$ cat src/rtl/hazard_pkg.sv
// Shared definitions for the pipeline hazard/stall controller.
package hazard_pkg;

  typedef enum logic {
    RUN      = 1'b0,
    MUL_WAIT = 1'b1
  } state_e;

  localparam logic [15:0] NOP_INSTR   = 16'h0000;
  localparam int          REG_AW_DEF  = 3;
  localparam int          MUL_LAT_DEF = 4;

endpackage

$ cat src/rtl/load_use_detect.sv
// Combinational load-use compare between the ID instruction and a load in EX.
module load_use_detect #(
  parameter int REG_AW = hazard_pkg::REG_AW_DEF
) (
  input  logic              ex_mem_read,
  input  logic [REG_AW-1:0] ex_rd,
  input  logic              id_valid,
  input  logic [REG_AW-1:0] id_rs,
  input  logic [REG_AW-1:0] id_rt,
  input  logic              id_uses_rs,
  input  logic              id_uses_rt,
  output logic              hazard
);

  logic rs_hit;
  logic rt_hit;

  // r0 is hard-wired zero, so a load targeting it never creates a dependency.
  always_comb begin
    rs_hit = id_uses_rs && (id_rs == ex_rd);
    rt_hit = id_uses_rt && (id_rt == ex_rd);
    hazard = ex_mem_read && (ex_rd != '0) && id_valid && (rs_hit || rt_hit);
  end

endmodule

$ cat src/rtl/hazard_stall_ctrl.sv
// Pipeline control unit: decides advance/hold/bubble/flush for PC, IF/ID, ID/EX
// and freeze for the back end, and counts front-end stall cycles.
module hazard_stall_ctrl
  import hazard_pkg::*;
#(
  parameter int REG_AW  = REG_AW_DEF,
  parameter int MUL_LAT = MUL_LAT_DEF,
  parameter int CNT_W   = 16
) (
  input  logic              clk,
  input  logic              rst,
  input  logic              id_valid,
  input  logic [REG_AW-1:0] id_rs,
  input  logic [REG_AW-1:0] id_rt,
  input  logic              id_uses_rs,
  input  logic              id_uses_rt,
  input  logic              ex_mem_read,
  input  logic [REG_AW-1:0] ex_rd,
  input  logic              branch_taken,
  input  logic              mul_start,
  input  logic              mem_busy,
  output logic              pc_write,
  output logic              pc_redirect,
  output logic              ifid_write,
  output logic              ifid_flush,
  output logic              idex_write,
  output logic              idex_bubble,
  output logic              pipe_freeze,
  output logic [CNT_W-1:0]  stall_cycles
);

  // MUL_LAT-3 wait cycles follow the mul_start cycle and the final mcnt==0 cycle.
  localparam logic [3:0] MCNT_INIT = (MUL_LAT > 2) ? 4'(MUL_LAT - 3) : 4'd0;

  state_e           state_q, state_d;
  logic [3:0]       mcnt_q, mcnt_d;
  logic [CNT_W-1:0] stall_cycles_q, stall_cycles_d;
  logic             load_use;

  load_use_detect #(.REG_AW(REG_AW)) u_load_use_detect (
    .ex_mem_read (ex_mem_read),
    .ex_rd       (ex_rd),
    .id_valid    (id_valid),
    .id_rs       (id_rs),
    .id_rt       (id_rt),
    .id_uses_rs  (id_uses_rs),
    .id_uses_rt  (id_uses_rt),
    .hazard      (load_use)
  );

  always_comb begin
    pc_write    = 1'b1;
    pc_redirect = 1'b0;
    ifid_write  = 1'b1;
    ifid_flush  = 1'b0;
    idex_write  = 1'b1;
    idex_bubble = 1'b0;
    pipe_freeze = 1'b0;
    state_d     = state_q;
    mcnt_d      = mcnt_q;

    if (rst) begin
      pc_write    = 1'b0;
      ifid_write  = 1'b0;
      ifid_flush  = 1'b1;
      idex_bubble = 1'b1;
      state_d     = RUN;
      mcnt_d      = 4'd0;
    end else begin
      case (state_q)
        RUN: begin
          if (mem_busy) begin
            // A pending branch stays in EX and redirects once memory is ready.
            pc_write    = 1'b0;
            ifid_write  = 1'b0;
            idex_write  = 1'b0;
            pipe_freeze = 1'b1;
          end else if (branch_taken) begin
            pc_redirect = 1'b1;
            ifid_flush  = 1'b1;
            idex_bubble = 1'b1;
          end else if (mul_start) begin
            pc_write   = 1'b0;
            ifid_write = 1'b0;
            idex_write = 1'b0;
            if (MUL_LAT > 2) begin
              state_d = MUL_WAIT;
              mcnt_d  = MCNT_INIT;
            end
          end else if (load_use) begin
            pc_write    = 1'b0;
            ifid_write  = 1'b0;
            idex_bubble = 1'b1;
          end
        end
        MUL_WAIT: begin
          pc_write    = 1'b0;
          ifid_write  = 1'b0;
          idex_write  = 1'b0;
          pipe_freeze = mem_busy;
          if (!mem_busy) begin
            if (mcnt_q == 4'd0) state_d = RUN;
            else                mcnt_d  = mcnt_q - 4'd1;
          end
        end
        default: state_d = RUN;
      endcase
    end
  end

  always_comb begin
    stall_cycles_d = stall_cycles_q;
    if (!pc_write && (stall_cycles_q != '1)) stall_cycles_d = stall_cycles_q + CNT_W'(1);
  end

  always_ff @(posedge clk) begin
    if (rst) begin
      state_q        <= RUN;
      mcnt_q         <= 4'd0;
      stall_cycles_q <= '0;
    end else begin
      state_q        <= state_d;
      mcnt_q         <= mcnt_d;
      stall_cycles_q <= stall_cycles_d;
    end
  end

  assign stall_cycles = stall_cycles_q;

endmodule

$ cat config.mk
export PLATFORM = sky130hd
export DESIGN_NAME = hazard_stall_ctrl
export DESIGN_NICKNAME = d
export VERILOG_FILES = /design/src/rtl/hazard_pkg.sv /design/src/rtl/load_use_detect.sv /design/src/rtl/hazard_stall_ctrl.sv
export SDC_FILE = /design/constraint.sdc
export NUM_CORES = 1
export LEC_CHECK = 0
export ABC_AREA = 0
export CORE_ASPECT_RATIO = 2
export CORE_MARGIN = 2
export CORE_UTILIZATION = 30
export CTS_CLUSTER_DIAMETER = 50
export CTS_CLUSTER_SIZE = 28
export DETAILED_ROUTE_END_ITERATION = 8
export PLACE_DENSITY_LB_ADDON = 0.15
export REMOVE_ABC_BUFFERS = 1
export SETUP_SLACK_MARGIN = 0.05
export SLEW_MARGIN = 5
export SYNTH_ARGS = -nofsm -noshare
export SYNTH_HDL_FRONTEND = slang
export SYNTH_HIERARCHICAL = 1
export SYNTH_SLANG_ARGS = --single-unit
export TNS_END_PERCENT = 20
$ cat constraint.sdc
create_clock -name clk -period 2.6 [get_ports clk]
set_input_delay 0.52 -clock clk [delete_from_list [all_inputs] [get_ports clk]]
set_output_delay 0.52 -clock clk [all_outputs]
set_load 0.01 [all_outputs]
==> impl_metrics.py <==
metrics = {
    "worst_hold_path": {
        "hold_end": "mcnt_q[0]",
        "holdCritPathClass": "reg -> reg",
        "worstHoldPathCells": 1,
        "hold_path.startpoint": "mcnt_q[0]",
    },
    "place": {
        "dpl.cell_count": 248,
        "hpwl_mm": 2.87,
        "gp_congestion": 0.723,
        "port_buffers": 40,
    },
    "clock_network": {
        "max-clock-path-buffers": 2,
        "numCtsBuffers": 3,
        "htreeDepth": 1,
        "clk_latency_ps": 260,
        "cts_tree": "yes",
        "clk_pin_slew_ps": 80,
        "cts.sinks": 21,
        "cts_root_buf": "clkbuf_8",
    },
    "critical_path": {
        "reg2reg_to": "stall_cycles[4]",
        "required_ps": 2080,
        "r2r-start": "stall_cycles[0]",
        "rr_worst_depth": 6,
        "crit_path_start_kind": "input pin",
        "r2r_slack_ps": 640,
        "worstPathArrival_ps": 1980,
        "crit_type": "in -> out",
        "critPathCaptureType": "primary output",
        "path_max_fanout": 3,
    },
    "timing": {
        "clock_skew_ps": 5.45,
        "relSlewSlack": 0.717,
        "hold_viol_final": 0,
        "setup_viol": 0,
        "drv_slew": 0,
        "fin_crit_ps": 2500,
        "worst_pin_slew_ps": 423,
        "timing.fmax_mhz": 401,
        "rsz0062_at_grt": "yes",
        "fin_crit_sh": 0.960,
    },
    "drt": {
        "drt_iter0_drc": 15,
        "via_per_inst": 5.16,
        "dr.pass1.iters": 4,
        "ant_nets": 0,
        "totalWireLength_mm": 3.66,
        "drc": 0,
        "routedWlPerCell_um": 14.5,
        "via_count": 1301,
    },
    "synthesis": {
        "ys.flop_type": "dfxtp_1",
        "syn_avg_cell_area_um2": 8.90,
        "synth_cell_types": 47,
        "yosys_register_bits": 21,
        "synth_area_um2": 1320,
        "synthArstFlopShare": 0,
        "ys_seq_area_frac": 0.319,
        "yosysWarnings": 6,
        "synth_edf_count": 0,
        "synth_cells": 148,
    },
    "final_layout": {
        "instances_no_fill": 252,
        "layout_common_cells": "33 x clkdlybuf4s50_1, 21 x dfxtp_1, 12 x buf_4",
        "area_growth_pct": 42.8,
        "n_antenna_cell": 0,
        "drive_gt1_frac": 0.177,
        "fin_nets": 219,
        "final_common_cell": "clkdlybuf4s50_1",
    },
    "floorplanning": {
        "die_area_um2": 4970,
        "rows": 34,
        "die_h_um": 97.7,
        "die_w_um": 50.9,
        "core_um2": 4300,
        "initial_core_util": 0.307,
        "io-pin-count": 41,
    },
    "grt": {
        "grt_pass1_wl_mm": 6.00,
        "grt_usage": 0.157,
        "antenna_found_initial": 0,
        "grt_overflow": 0,
        "grt_start_max_net_pins": 24,
        "grt_pass1_vias": 1303,
    },
    "power_and_ir_drop": {
        "finalPower_w": 0.000682,
        "p_per_area_nw_per_um2": 362,
        "p_leak_nw": 0.679,
        "vdd_drop_max_uv": 364,
    },
    "flow_run": {
        "drv_cap": 0,
    },
    "run_status": {
        "status": "completed",
    },
}
## critical path: stages
cell	delay (ps)
clkdlybuf4s50_1	490
xnor2_1	150
nand4_1	140
a21oi_2	180
o21ba_2	160
nor2_2	50
dlygate4sd2_1	280
## cells in the mapped netlist, types with 2 or more instances
library cell  count  area [µm²]
a21oi_1          10        50.1
nor2b_1           6        37.5
o21ai_0           4        20.0
o311ai_0          2        17.5
inv_1             5        18.8
clkbuf_1          2        7.51
mux2_2            4        45.0
xor2_1            2        17.5
or3_1             3        18.8
buf_6             2        22.5
buf_4             2        15.0
nor4_1            2        12.5
xnor2_1           6        52.6
nand4_1           5        31.3
nand2_1          11        41.3
dfxtp_1          21         420
or4_1             6        45.0
nor2_1            9        33.8
o31ai_1           7        52.6
ha_1              2        25.0
nand3_1           6        30.0
nor3_1            6        30.0
## sequential cells by signal, indices dropped and copies added (netlist names)
name	count
state_q	1
stall_cycles	16
mcnt_q	4
## how the worst max path moves through the flow
stage | startpoint | end | slack, ps | depth (start not counted)
global route | id_rt[0] | pc_write | 40 | 7
finish | id_rt[0] | pc_write | 100 | 7
global placement | ex_rd[1] | ifid_write | -300 | 6
floorplan | ex_rd[1] | stall_cycles[7] | 460 | 6
detailed placement | ex_rd[1] | pc_write | -380 | 6
CTS | branch_taken | idex_write | 80 | 6
## area by class of cell
type	instances	area (µm²)
Clock buffer	4	45.0
Fill cell	417	2410
Inverter	5	18.8
Multi-Input combinational cell	116	845
Sequential cell	21	420
Tap cell	54	67.6
Timing Repair Buffer	52	485
## power by group
part / switching [W] / total, W / internal [W]
clock network: 0.000109 / 0.000218 / 0.000109
logic: 0.0000554 / 0.000125 / 0.0000694
registers: 0.0000107 / 0.000338 / 0.000328
total: 0.000175 / 0.000682 / 0.000506
## per-layer routing
| metal | track usage | share of wire |
|---|---|---|
| met2 | 0.314 | 0.58 |
| met4 | 0.0541 | 0.0077 |
| met3 | 0.0308 | 0.052 |
| met1 | 0.148 | 0.36 |
| met5 | 0 | 0 |
## kinds of logic after synthesis
kind of cell	synth area share
and+or+nand+nor	0.343
AOI/OAI and AO/OA	0.164
xor gates and xnor gates	0.0532
buffers and inverters	0.0484
DFF	0.319
muxes	0.0532
adders and majority gates	0.0190
## through the flow
stage / setup TNS (ps) / worst slack (ps) / hold slack [ps] / util / area (µm²)
after detailed placement: -2180 / -383 / 506 / 0.426 / 1830
after CTS: 0 / 83.5 / 518 / 0.437 / 1880
after floorplan: 0 / 458 / 456 / - / 1270
after global routing: 0 / 35.6 / 556 / 0.438 / 1880
after global placement: -1220 / -302 / 485 / 0.426 / 1830
final: 0 / 105 / 516 / 0.438 / 1880
## what timing repair did
item,in CTS,in global routing
setup endpoints to repair,3,4
endpoints found under the hold margin,0,0
buffers inserted,0,0
hold buffers,0,0
gates resized for setup,9,1
(Power assumes the default switching activity.)
